[src/rtl/scanline_bank_splitter_if.sv]
// CPU register bus of the scanline bank splitter: write/read strobes, address,
// write data, combinational readback and the register-window select.
interface scanline_bank_splitter_if;
  logic        wr;
  logic        rd;
  logic [15:0] addr;
  logic [7:0]  data_in;
  logic [7:0]  data_out;
  logic        sel;

  modport master (output wr, rd, addr, data_in, input data_out, sel);
  modport slave  (input wr, rd, addr, data_in, output data_out, sel);
endinterface

[src/rtl/scanline_bank_splitter.sv]
// Raster-split CHR banker. Synchronises raw PPU read strobes, counts scanlines
// from nametable-fetch signatures and tiles from A13 transitions, swaps the CHR
// bank from a CPU-programmed (scanline, bank) table and raises a line IRQ.
module scanline_bank_splitter #(
  parameter int          NUM_SPLITS  = 4,
  parameter int          BANK_BITS   = 2,
  parameter logic [15:0] REG_BASE    = 16'h5010,
  parameter int          SYNC_STAGES = 2,
  parameter int          MATCH_COUNT = 3,
  parameter int          SWITCH_TILE = 40
) (
  input  logic                  clk,
  input  logic                  reset_n,
  input  logic                  ppu_rd_n,
  input  logic [13:0]           ppu_addr,
  input  logic                  frame_start,
  scanline_bank_splitter_if.slave cpu,
  output logic [BANK_BITS-1:0]  chr_bank,
  output logic                  irq
);

  localparam int IDX_BITS   = (NUM_SPLITS > 1) ? $clog2(NUM_SPLITS) : 1;
  localparam int MATCH_BITS = (MATCH_COUNT > 0) ? $clog2(MATCH_COUNT + 1) : 1;

  typedef enum logic [2:0] {
    R_CTRL, R_IDX, R_LINE, R_BANK, R_BASEBANK, R_IRQLINE, R_STATUS, R_SCAN
  } reg_e;

  // Only A13:12 steer the logic; the low address bits are never looked at.
  logic [11:0] unused_addr;
  logic        unused_rd;
  assign unused_addr = ppu_addr[11:0];
  assign unused_rd   = cpu.rd;

  logic [SYNC_STAGES-1:0] rd_sync;
  logic [1:0]             a_sync [SYNC_STAGES];
  logic                   rd_prev;

  // Synchroniser chains for /RD and A13:12, plus the edge-detect history bit.
  // NOTE: sequential state uses non-blocking assignments so every flop samples pre-edge values.
  always_ff @(posedge clk or negedge reset_n) begin
    if (!reset_n) begin
      rd_sync <= '1;
      rd_prev <= 1'b1;
      for (int i = 0; i < SYNC_STAGES; i++) a_sync[i] <= '0;
    end else begin
      rd_sync   <= {rd_sync[SYNC_STAGES-2:0], ppu_rd_n};
      rd_prev   <= rd_sync[SYNC_STAGES-1];
      a_sync[0] <= ppu_addr[13:12];
      for (int i = 1; i < SYNC_STAGES; i++) a_sync[i] <= a_sync[i-1];
    end
  end

  logic       fetch, fetch_ok;
  logic [1:0] f_addr;
  assign fetch    = rd_prev & ~rd_sync[SYNC_STAGES-1];
  assign f_addr   = a_sync[SYNC_STAGES-1];
  assign fetch_ok = fetch & ~frame_start;   // frame_start swallows a coincident fetch

  // CPU register decode; subtraction keeps the window correct even near 16'hFFFF.
  logic [15:0] offset;
  reg_e        reg_off;
  logic        wr_en;
  assign offset  = cpu.addr - REG_BASE;
  assign cpu.sel = (offset[15:3] == 13'd0);
  assign reg_off = reg_e'(offset[2:0]);
  assign wr_en   = cpu.wr & cpu.sel;

  logic                 split_en, irq_en, in_frame, irq_pending, last_a13;
  logic [IDX_BITS-1:0]  idx;
  logic [7:0]           line_tab  [NUM_SPLITS];
  logic [BANK_BITS-1:0] bank_tab  [NUM_SPLITS];
  logic                 valid_tab [NUM_SPLITS];
  logic [BANK_BITS-1:0] base_bank;
  logic [7:0]           irq_line, scanline_cnt, scan_next;
  logic [5:0]           tile_cnt;
  logic [MATCH_BITS-1:0] match_cnt;
  logic [8:0]           data_ext;

  assign data_ext = {1'b0, cpu.data_in};

  logic line_evt, split_try, irq_set;
  assign line_evt  = fetch_ok && (f_addr == 2'b10) && (match_cnt == MATCH_BITS'(MATCH_COUNT));
  assign scan_next = (scanline_cnt == 8'hFF) ? 8'hFF : scanline_cnt + 8'd1;
  assign split_try = fetch_ok && !last_a13 && f_addr[1] && (tile_cnt == 6'(SWITCH_TILE)) && split_en;
  assign irq_set   = line_evt && irq_en && (scan_next == irq_line);

  // Lowest-index valid entry whose line matches the current scanline.
  logic                 hit;
  logic [BANK_BITS-1:0] hit_bank;
  // NOTE: every combinational output is defaulted first so no path can infer a latch.
  always_comb begin
    hit      = 1'b0;
    hit_bank = '0;
    for (int i = NUM_SPLITS - 1; i >= 0; i--) begin
      if (valid_tab[i] && (line_tab[i] == scanline_cnt)) begin
        hit      = 1'b1;
        hit_bank = bank_tab[i];
      end
    end
  end

  // CPU-writable configuration registers and the split table.
  // NOTE: the table is a handful of flops, so it is reset like any register (valid bits must start clear).
  always_ff @(posedge clk or negedge reset_n) begin
    if (!reset_n) begin
      split_en  <= 1'b0;
      irq_en    <= 1'b0;
      idx       <= '0;
      base_bank <= '0;
      irq_line  <= '0;
      for (int i = 0; i < NUM_SPLITS; i++) begin
        line_tab[i]  <= '0;
        bank_tab[i]  <= '0;
        valid_tab[i] <= 1'b0;
      end
    end else if (wr_en) begin
      case (reg_off)
        R_CTRL: begin
          split_en <= cpu.data_in[0];
          irq_en   <= cpu.data_in[1];
        end
        R_IDX:      if (int'(cpu.data_in) < NUM_SPLITS) idx <= IDX_BITS'(cpu.data_in);
        R_LINE:     line_tab[idx] <= cpu.data_in;
        R_BANK: begin
          valid_tab[idx] <= cpu.data_in[0];
          bank_tab[idx]  <= data_ext[BANK_BITS:1];
        end
        R_BASEBANK: base_bank <= cpu.data_in[BANK_BITS-1:0];
        R_IRQLINE:  irq_line  <= cpu.data_in;
        default: ;
      endcase
    end
  end

  // Scanline / tile / match counters driven by qualified fetches.
  always_ff @(posedge clk or negedge reset_n) begin
    if (!reset_n) begin
      scanline_cnt <= '0;
      tile_cnt     <= '0;
      match_cnt    <= '0;
      last_a13     <= 1'b0;
      in_frame     <= 1'b0;
    end else if (frame_start) begin
      scanline_cnt <= '0;
      tile_cnt     <= '0;
      match_cnt    <= '0;
      in_frame     <= 1'b1;
    end else if (fetch) begin
      if (f_addr == 2'b10) begin
        if (line_evt) begin
          scanline_cnt <= scan_next;
          tile_cnt     <= '0;
        end else begin
          match_cnt <= match_cnt + MATCH_BITS'(1);
        end
      end else begin
        match_cnt <= '0;
      end
      if (last_a13 && !f_addr[1] && (tile_cnt != 6'd63)) tile_cnt <= tile_cnt + 6'd1;
      last_a13 <= f_addr[1];
    end
  end

  // CHR bank: base bank at frame start, table bank at the switch point.
  always_ff @(posedge clk or negedge reset_n) begin
    if (!reset_n)                chr_bank <= '0;
    else if (frame_start)        chr_bank <= base_bank;
    else if (split_try && hit)   chr_bank <= hit_bank;
  end

  // Scanline-compare IRQ; a set on the same cycle as a STATUS write wins.
  always_ff @(posedge clk or negedge reset_n) begin
    if (!reset_n)                             irq_pending <= 1'b0;
    else if (irq_set)                         irq_pending <= 1'b1;
    else if (wr_en && (reg_off == R_STATUS))  irq_pending <= 1'b0;
  end

  assign irq = irq_pending;

  // Register readback, purely combinational from the CPU address.
  logic [8:0] bank_rd;
  logic [7:0] rd_data;
  assign bank_rd = 9'({bank_tab[idx], valid_tab[idx]});
  always_comb begin
    rd_data = '0;
    case (reg_off)
      R_CTRL:     rd_data = {6'b0, irq_en, split_en};
      R_IDX:      rd_data = 8'(idx);
      R_LINE:     rd_data = line_tab[idx];
      R_BANK:     rd_data = bank_rd[7:0];
      R_BASEBANK: rd_data = 8'(base_bank);
      R_IRQLINE:  rd_data = irq_line;
      R_STATUS:   rd_data = {irq_pending, 6'b0, in_frame};
      R_SCAN:     rd_data = scanline_cnt;
      default:    rd_data = '0;
    endcase
  end

  assign cpu.data_out = cpu.sel ? rd_data : 8'h00;

endmodule

[src/flat_wrapper.sv]
// flat-port wrapper written by rule: the top's interface ports become plain ports
module scanline_bank_splitter_flat 
#(
  parameter int          NUM_SPLITS  = 4,
  parameter int          BANK_BITS   = 2,
  parameter logic [15:0] REG_BASE    = 16'h5010,
  parameter int          SYNC_STAGES = 2,
  parameter int          MATCH_COUNT = 3,
  parameter int          SWITCH_TILE = 40
)
  (clk, reset_n, ppu_rd_n, ppu_addr, frame_start, chr_bank, irq, cpu_wr, cpu_rd, cpu_addr, cpu_data_in, cpu_data_out, cpu_sel);
  scanline_bank_splitter_if cpu_i ();
  input  logic clk;
  input  logic reset_n;
  input  logic ppu_rd_n;
  input  logic [13:0] ppu_addr;
  input  logic frame_start;
  output logic [BANK_BITS-1:0] chr_bank;
  output logic irq;
  input wire logic [$bits(cpu_i.wr)-1:0] cpu_wr;
  input wire logic [$bits(cpu_i.rd)-1:0] cpu_rd;
  input wire logic [$bits(cpu_i.addr)-1:0] cpu_addr;
  input wire logic [$bits(cpu_i.data_in)-1:0] cpu_data_in;
  output wire logic [$bits(cpu_i.data_out)-1:0] cpu_data_out;
  output wire logic [$bits(cpu_i.sel)-1:0] cpu_sel;
  assign cpu_i.wr = cpu_wr;
  assign cpu_i.rd = cpu_rd;
  assign cpu_i.addr = cpu_addr;
  assign cpu_i.data_in = cpu_data_in;
  assign cpu_data_out = cpu_i.data_out;
  assign cpu_sel = cpu_i.sel;
  scanline_bank_splitter #(.NUM_SPLITS(NUM_SPLITS), .BANK_BITS(BANK_BITS), .REG_BASE(REG_BASE), .SYNC_STAGES(SYNC_STAGES), .MATCH_COUNT(MATCH_COUNT), .SWITCH_TILE(SWITCH_TILE)) u_core (.clk(clk), .reset_n(reset_n), .ppu_rd_n(ppu_rd_n), .ppu_addr(ppu_addr), .frame_start(frame_start), .cpu(cpu_i), .chr_bank(chr_bank), .irq(irq));
endmodule
[config.mk]
export PLATFORM = sky130hd
export DESIGN_NAME = scanline_bank_splitter_flat
export DESIGN_NICKNAME = d
export VERILOG_FILES = /design/src/rtl/scanline_bank_splitter_if.sv /design/src/rtl/scanline_bank_splitter.sv /design/src/flat_wrapper.sv
export SDC_FILE = /design/constraint.sdc
export NUM_CORES = 1
export LEC_CHECK = 0
export CORE_ASPECT_RATIO = 1.75
export CORE_MARGIN = 2
export CORE_UTILIZATION = 39
export CTS_CLUSTER_DIAMETER = 40
export DETAILED_ROUTE_END_ITERATION = 16
export GPL_ROUTABILITY_DRIVEN = 0
export GPL_TIMING_DRIVEN = 0
export PLACE_DENSITY_LB_ADDON = 0.3
export REMOVE_ABC_BUFFERS = 1
export SKIP_LAST_GASP = 1
export SLEW_MARGIN = 10
export SYNTH_ARGS = -nofsm -noshare
export SYNTH_HDL_FRONTEND = slang
export SYNTH_SLANG_ARGS = --single-unit
[constraint.sdc]
create_clock -name clk -period 2.5 [get_ports clk]
set_clock_uncertainty 0.05 [all_clocks]
set_input_delay 0.5 -clock clk [delete_from_list [all_inputs] [get_ports clk]]
set_output_delay 0.5 -clock clk [all_outputs]
set_load 0.02 [all_outputs]
==> impl_metrics.ini, run 1 <==
[drt]
drc = 0
ant_nets = 0
wl_per_cell_um = 19.69
firstDrtPassIters = 4
vias = 3761
viasPerCell = 5.639
wl_mm = 13.14
drt-initial-drc-count = 158

[timing]
rsz0062_at_grt = yes
worst_pin_slew_ns = 0.6716
finalCritPeriodShare_pct = 111.2
hold_viol = 0
maxSlewViolCount = 0
slew_headroom_pct = 55.23
fmax_mhz = 359.7
fin_ws_ns = -0.2802
finalSetupViolCount = 9
post-route-min-period_ns = 2.780
whs_ns = 0.1452

[placed_design]
port_buffers = 42
hpwlAfterDp_mm = 9.200
dpl_worst_slack_ns = -1.300

[worst_setup_path]
required_ns = 1.95
crit_path_max_incr_delay_ns = 0.48
critPathSlowestCell = dfrtp_4
cp.depth = 6
critPathLaunchType = flop
cp_max_fo = 2
path_buf_inv = 2
worstRegToRegCells = 6
worstSetupEndpointType = primary output
path_delay_family = multiplexers
crit_type = flop to primary output
cp_cell_sequence = buf_4 > mux4_2 > mux4_2 > a21oi_2 > nor2_1 > buf_4
cp.arrival_ns = 2.23

[synth]
synthTopCellsByArea = dfrtp_1, mux2_2, mux4_2
synthArstFlopShare_pct = 100.0
synth.top_cells.by_count = dfrtp_1, mux2_2, xor2_1, nand2_1, nor2_1
synth_seq_cells = 86
synthCells = 447
yosys_warnings = 0
synth_top_cell_area_share_pct = 41.44
ys.flop_type = dfrtp_1
yosysMostFrequentCell = dfrtp_1
synth-edff-count = 0
yosysTopAreaCell = dfrtp_1
ys_seq_area_share_pct = 43.01
synth_cell_types = 65
synth_area_mm2 = 0.005012
syn_area_per_cell_um2 = 11.21

[die]
die_w_um = 89.70
rows = 54
core_region_area_mm2 = 0.01250
start_util_pct = 40.10
pin_count = 56
die_area_mm2 = 0.01381
die_h_um = 154.0

[finish]
drive_gt1_share_pct = 33.87
num-nets-final = 543
multi_input_area_mm2 = 0.002859
antenna_cells = 0
area_growth_pct = 24.26
fin_util_pct = 49.83
n_fill_cell = 1108
ff_latch_area_mm2 = 0.002171

[worst_hold_path]
hold_class = primary input to asynchronous set/reset pin

[power_and_ir_drop]
leakage_nw = 2.771
power.density_mw_per_mm2 = 480.6
ir_drop_mv = 0.3136

[clock_network]
cts_sinks = 86
cts_hold_buf = 0
cts_made_buffers = 9
clk-insertion-delay-late_ns = 0.34
cts_buffer_depth = 2
htreeDepth = 3
clk_pin_slew_ns = 0.06
cts_tree = yes
clock-root-buffer = clkbuf_16

[grt]
busiest_layer = met2
grt_pass1_wl_mm = 20.58
overflow = 0
use_met3_pct = 2.952
grt_start_max_net_pins = 53
gr-usage-met1_pct = 22.48
use_met2_pct = 35.05
grtUsageTotal_pct = 19.79
grt_pass1_vias = 3838
grt_antenna_before_repair = 0

[run]
drv_cap = 0

[run_status]
status = complete, but fails checks
failed_checks = negative setup slack
[cell type report]
class / count / share of cell area, %
Sequential cell: 86 / 34.85
Multi-Input combinational cell: 323 / 45.90
Clock inverter: 4 / 0.8638
Timing Repair Buffer: 64 / 10.12
Tap cell: 168 / 3.375
Clock buffer: 12 / 4.279
Inverter: 10 / 0.6027
[per-layer routing]
layer,wire length (um),vias to the layer above,share of wire (%)
li1,-,1731,-
met4,413,0,3.1
met1,4714,1925,36
met5,0,-,0
met2,7691,78,59
met3,316,27,2.4
[power breakdown]
group / internal [W] / switching, W
Clock: 0.000858 / 0.000556
Combinational: 0.0000688 / 0.0000998
Sequential: 0.00140 / 0.00000653
Total: 0.00233 / 0.000663
[final timing paths]
kind,start,end,slack [ns]
max,u_core.idx[0],cpu_data_out[0],-0.28
min,reset_n,u_core.line_tab[28],0.15
max reg2reg,u_core.scanline_cnt[7],u_core.chr_bank[0],0.11
min reg2reg,u_core.a_sync[3],u_core.f_addr[1],0.30
max in group asynchronous,reset_n,u_core.rd_prev,1.56
min in group clk,u_core.a_sync[3],u_core.f_addr[1],0.30
[registers in the layout, summed over array words and instances (netlist names), 2 cells and up]
register	count
u_core.rd_sync	2
u_core.valid_tab	4
u_core.line_tab	32
u_core.f_addr	2
u_core.base_bank	2
u_core.bank_tab	8
u_core.scanline_cnt	8
u_core.irq_line	8
u_core.chr_bank	2
u_core.tile_cnt	6
u_core.idx	2
u_core.match_cnt	2
u_core.a_sync	2
[cell families after synthesis]
| family | Yosys count | share of synthesized area [%] |
|---|---|---|
| XOR/XNOR | 43 | 7.514 |
| AO/OA/AOI/OAI | 68 | 8.837 |
| buffers and inverters | 38 | 3.570 |
| multiplexers | 79 | 20.27 |
| flip-flops | 86 | 43.01 |
| AND/OR/NAND/NOR | 128 | 15.55 |
| adder cells (fa/ha/maj) | 5 | 1.248 |
[placed cells by master (no fill, tap or decap), types with 4 or more instances in the layout]
| master | count |
|---|---|
| buf_12 | 4 |
| and4_1 | 5 |
| mux2_2 | 52 |
| and3_1 | 6 |
| ha_1 | 4 |
| nor3_1 | 11 |
| mux4_2 | 12 |
| o21ai_0 | 15 |
| clkdlybuf4s50_1 | 24 |
| mux2i_1 | 7 |
| clkbuf_16 | 9 |
| nor4_1 | 4 |
| a311oi_1 | 6 |
| or3_1 | 5 |
| nor2b_1 | 5 |
| inv_1 | 10 |
| a21oi_1 | 10 |
| o211ai_1 | 5 |
| xnor2_1 | 15 |
| buf_4 | 17 |
| a21oi_2 | 6 |
| nand2_1 | 22 |
| xor2_1 | 28 |
| dfrtp_2 | 6 |
| buf_6 | 8 |
| nor2_1 | 17 |
| nand3_1 | 9 |
| mux2_4 | 8 |
| dfrtp_1 | 75 |
| nand4_1 | 6 |
[metrics by stage]
stage,cells,area [um^2],power [W],TNS (ns)
2_1_floorplan,419,4871,0.001475,-0.9993
4_1_cts,661,6047,0.003014,-2.319
3_5_place_dp,630,5519,0.001598,-53.47
6_report,667,6228,0.002993,-0.8748
3_3_place_gp,629,5502,0.001590,-239.45
5_1_grt,667,6228,0.003113,-1.796
[repair_timing]
action                     CTS  global route
setup buffers               15             7
resized for setup           82            36
setup endpoints to repair   68            53
pin swaps                   12             9
(Power assumes the default switching activity.)
==> inputs of run 2 (changes only) <==
--- a/config.mk
+++ b/config.mk
@@ -10,6 +10,7 @@
 export CORE_UTILIZATION = 39
 export CTS_CLUSTER_DIAMETER = 40
 export DETAILED_ROUTE_END_ITERATION = 16
+export DONT_BUFFER_PORTS = 1
 export GPL_ROUTABILITY_DRIVEN = 0
 export GPL_TIMING_DRIVEN = 0
 export PLACE_DENSITY_LB_ADDON = 0.3
==> constraint.sdc (replaced) <==
create_clock -name clk -period 3.55 [get_ports clk]
set_clock_uncertainty 0.05 [all_clocks]
set_input_delay 0.71 -clock clk [delete_from_list [all_inputs] [get_ports clk]]
set_output_delay 0.71 -clock clk [all_outputs]
set_load 0.02 [all_outputs]
==> run 2 against run 1 <==
Net effect:
- the run now ends clean
- hold slack got worse by 0.13 ns
- design area fell by 12%
- via count shrank 7.6%
- cell count shrank 9.0%
- wire length fell by 4.8%
- critical path depth stayed put
- global-route usage decreased by 0.51 points
- power shrank 31%
- sequential share of layout area is 4.7 points higher
- utilization shrank 6.2 points
- register-to-register slack gained 0.73 ns
==> impl_metrics.ini, run 2 (same netlist as run 1, synthesis figures left out) <==
[run_status]
status = finished clean

[worst_setup_path]
cp_max_fo = 6
crit_path_max_incr_delay_ns = 0.51
critPathLaunchType = primary input
path_delay_family = simple AND/OR/NAND/NOR gates
worstSetupEndpointType = primary output
cp.arrival_ns = 2.52
path_buf_inv = 1
crit_type = primary input to primary output
required_ns = 2.79
cp_cell_sequence = inv_1 > ha_1 > nor4b_1 > and4_1 > nand2_1 > nor2_1
critPathSlowestCell = and4_1

[finish]
num-nets-final = 483
largest_reg_flops = 32
regMostFlops = u_core.line_tab
drive_gt1_share_pct = 24.15
fin_util_pct = 43.63
final_common_cell = dfrtp_1
antenna_cells = 0
area_growth_pct = 8.812
final_cell_mix = dfrtp_1, mux2_2, xor2_1
layout.cells.non_filler = 607

[timing]
whs_ns = 0.01588
worst_pin_slew_ns = 0.8559
rsz0062_at_grt = no
maxSlewViolCount = 0
slew_headroom_pct = 42.94
finalCritPeriodShare_pct = 92.47
post-route-min-period_ns = 3.283
finalSetupViolCount = 0
hold_viol = 0
fin_tns_setup_ns = 0
fmax_mhz = 304.6

[die]
die_w_um = 89.70
start_util_pct = 40.10
rows = 54
die_h_um = 154.0
pin_count = 56
die_area_mm2 = 0.01381
core_region_area_mm2 = 0.01250

[worst_hold_path]
hold_class = primary input to asynchronous set/reset pin

[clock_network]
clock-root-buffer = clkbuf_16
cts_tree = yes
cts_sinks = 86
cts_made_buffers = 9
htreeDepth = 3
clk-insertion-delay-late_ns = 0.34
clk_pin_slew_ns = 0.06
cts_buffer_depth = 2

[drt]
drt-initial-drc-count = 225
vias = 3476
wl_mm = 12.51
firstDrtPassIters = 4
viasPerCell = 5.727
drc = 0
wl_per_cell_um = 20.60
ant_nets = 0

[power_and_ir_drop]
power.density_mw_per_mm2 = 380.3
total_power_w = 0.002074
ir_drop_mv = 0.1882
leakage_nw = 2.429

[grt]
grt_pass1_wl_mm = 19.84
grtUsageTotal_pct = 19.28
grt_pass1_vias = 3587
grt_antenna_before_repair = 0
overflow = 0
grt_start_max_net_pins = 74

[placed_design]
port_buffers = 0
hpwlAfterDp_mm = 9.043
dp_cells = 587

[run]
drv_cap = 0
[run 2: changes by cell type in the layout (fill, tap and decap cells not counted), sizes merged, moves of 2 or more]
cell / change
dlygate4sd2: -3
dlygate4sd3: +3
clkbuf: -3
buf: -31
clkdlybuf4s50: -24
clkdlybuf4s15: -2
inv: +2
dlymetal6s2s: -2
[run 2: worst reg2reg max path, stage by stage (launching register included)]
cell      delay [ns]
dfrtp_1         0.61
ha_1            0.44
and3_4          0.26
and2_4          0.17
nand2b_1        0.15
xor2_1          0.10
or4_1           0.45
o41ai_1         0.36
[run 2: timing repair]
action,CTS,global route
setup endpoints to repair,2,0
hold buffers,3,1
gates resized for setup,1,0
endpoints found under the hold margin,14,22
setup buffers,0,0
[run 2: cell type report]
type | instances | area [um^2]
inverters | 10 | 37.54
repair buffers | 4 | 50.05
fillers | 1173 | 7046
clock inverters | 6 | 92.59
flip-flops and latches | 86 | 2157
well taps | 168 | 210.2
clock buffers | 10 | 229.0
multi-input cells | 323 | 2678
[run 2: through the flow]
step                area (um^2)  setup slack [ns]
floorplan                  4871            0.6419
CTS                        5434            0.2547
global placement           5081            0.2911
finish                     5454            0.2673
global route               5454            0.1289
detailed placement         5081            0.2705
[run 2: final timing paths]
path	startpoint	end	slack [ns]	cells after the start
min in group clk	u_core.a_sync[3]	u_core.f_addr[1]	0.30	0
worst max register to register	u_core.scanline_cnt[0]	u_core.irq	0.84	7
max in group asynchronous	reset_n	u_core.line_tab[27]	2.26	1
worst max-delay path	cpu_addr[4]	cpu_data_out[2]	0.27	6
worst min register to register	u_core.a_sync[3]	u_core.f_addr[1]	0.30	0
worst min-delay path	reset_n	u_core.irq_line[7]	0.02	0
[run 2: layer usage]
layer  GRT usage (%)  wire length [um]  part of all wire, %  vias up
li1                -                 -                    -     1612
met1           20.13              4310                   34     1776
met2           35.15              7395                   59       64
met3           3.757               328                  2.6       24
met4           9.382               472                  3.8        0
met5               0                 0                    0        -
[run 2: power by group]
group,internal [W],switching (W),leakage (nW)
Clock,0.000622,0.000409,0.150
Combinational,0.0000215,0.0000279,1.11
Sequential,0.000988,0.00000478,1.17
==> variant, RTL diff (settings of run 2) <==
Register the output `irq` once more; this adds one clock of latency there. The other outputs are not delayed to match.
--- a/src/rtl/scanline_bank_splitter.sv
+++ b/src/rtl/scanline_bank_splitter.sv
@@ -176,7 +176,9 @@
     else if (wr_en && (reg_off == R_STATUS))  irq_pending <= 1'b0;
   end
 
-  assign irq = irq_pending;
+  always_ff @(posedge clk) begin
+    irq <= irq_pending;
+  end
 
   // Register readback, purely combinational from the CPU address.
   logic [8:0] bank_rd;
Function: changed (Yosys sat finds a counterexample within 10 cycles, from zero or initial values and one cycle with reset_n low).
==> variant against run 2 <==
- synthesized area up 0.40%
- sequential cell count up 1
- cell area increased by 0.18%
- cell count is the same
- total power grew 0.71%
- worst setup slack lost 0.065 ns
- wire length rose by 0.43%
- critical path type unchanged
- largest power group unchanged
- highest routed layer unchanged
==> variant: results (changes against run 2) <==
set qor(clock_buffer_count_from_cts) 9 ;# unchanged
set qor(p_leak_nw) 2.43 ;# +0.17%
set qor(number_of_global_route_vias_before_repair) 3774 ;# +5.2%
set qor(worstMarginPinSlew_ns) 0.856 ;# +0.000583 ns
set qor(outcome) {finished, final reports clean}
set qor(n_antenna_cell) 0 ;# unchanged
set qor(wl_per_cell_um) 20.7 ;# +0.43%
set qor(vias) 3516 ;# +1.2%
set qor(nets) 483 ;# unchanged
set qor(synth-seq-area-share_pct) 43.2 ;# +0.23 points
set qor(pin_count_of_the_biggest_net_entering_global_routing) 76 ;# +2.7%
set qor(finalWirelength_um) 12600 ;# +0.43%
set qor(dp.final_hpwl_um) 9140 ;# +1.1%
set qor(clk_pin_slew_worst_paths_ns) 0.06 ;# about the same
set qor(drt_iter0_markers) 168 ;# -25%
set qor(grt_first_pass_wirelength_um) 20500 ;# +3.2%
set qor(drive_gt1_share_pct) 24.1 ;# unchanged
set qor(async_reset_ff_share_pct) 98.9 ;# -1.1 points
set qor(synth_area_per_cell_um2) 11.2 ;# +0.18%
set qor(highest_cell_delay_on_the_worst_timing_path_ns) 0.55 ;# +0.04 ns
set qor(synth_top_cells_by_area) {dfrtp_1, mux2_2, mux4_2}
set qor(power.ir.vdd_worst_v) 0.000225 ;# +20%
set qor(place_inst) 588 ;# +0.17%
set qor(synth_cell_types) 66 ;# +1.5%
set qor(synth-warning-count) 0 ;# unchanged
set qor(yosys-top-cells-count) {dfrtp_1, mux2_2, xor2_1}
set qor(synth_flop_cell) {dfrtp_1}
set qor(clock_tree.htree_level_count) 3 ;# unchanged
set qor(critical-path-top-delay-family) {simple AND/OR/NAND/NOR gates}
set qor(clockRootBuffer) {clkbuf_16}
set qor(grt_usage_pct) 18.8 ;# -0.46 points
set qor(worst_skew_pair.late_latency_ns) 0.34 ;# about the same
set qor(grt_antenna_before_repair) 0 ;# unchanged
set qor(hold_class) {in2async}
set qor(clk_path_buf_depth) 2 ;# unchanged
set qor(largest_register_ff_count) 32 ;# unchanged
set qor(cp_data_arrival_time_ns) 2.59 ;# +0.07 ns
set qor(drtPass1Iterations) 6 ;# +2
[variant: cell count changes after synthesis]
cell	before	now
dfxtp_1	0	1
[variant: timing repair]
action,CTS,global route
endpoints found under the hold margin,9,9
buffers inserted,0,0
resized for setup,1,0
hold buffers,2,1
setup endpoints to repair,2,0
[variant: final timing paths]
check	slack, ns	from	end	cells after the start
min in group clk	0.31	u_core.a_sync[3]	u_core.f_addr[1]	0
max in group asynchronous	2.42	reset_n	u_core.line_tab[27]	1
hold / removal	0.01	reset_n	u_core.line_tab[13]	0
setup reg to reg	0.84	u_core.scanline_cnt[0]	u_core.irq_pending	7
setup / recovery	0.20	cpu_addr[4]	cpu_data_out[2]	6
hold reg to reg	0.31	u_core.a_sync[3]	u_core.f_addr[1]	0
[variant: metal layers]
metal,vias to the layer above,routed length (µm),track usage [%]
met5,-,0,0
met4,0,740,12.3
met3,40,277,2.97
met2,58,6980,34.9
met1,1807,4560,19.5
li1,1611,-,-
[variant: final cells by class]
| type | count | area (µm²) |
|---|---|---|
| fill | 1214 | 7100 |
| multi-input combinational | 323 | 2680 |
| sequential | 87 | 2180 |
| inverter | 10 | 37.5 |
| timing repair buffer | 3 | 30.0 |
| tap | 168 | 210 |
| clock inverter | 6 | 92.6 |
| clock buffer | 10 | 239 |
[variant: power breakdown]
part           internal [W]  switching [W]
sequential          0.00100     0.00000461
clock              0.000639       0.000403
combinational     0.0000191      0.0000233
[variant: through the flow]
stage	hold WS [ns]	cell area, µm²	setup slack [ns]	util [%]	total power, W
global placement	0.293	5100	0.289	40.6	0.00106
floorplan	0.281	4890	0.642	-	0.00105
detailed placement	0.299	5100	0.250	40.6	0.00106
finish	0.0137	5460	0.203	43.5	0.00209
global route	0.000315	5460	0.0539	43.5	0.00216
CTS	0.0000274	5450	0.227	43.4	0.00211
[variant: cells by family after synthesis]
| family | count (synthesis) | synth area share [%] |
|---|---|---|
| flops | 87 | 43.2 |
| buf+inv | 38 | 3.56 |
| compound gates | 68 | 8.80 |
| fa+ha+maj | 5 | 1.24 |
| mux | 79 | 20.2 |
| simple gates | 128 | 15.5 |
| xor+xnor | 43 | 7.48 |
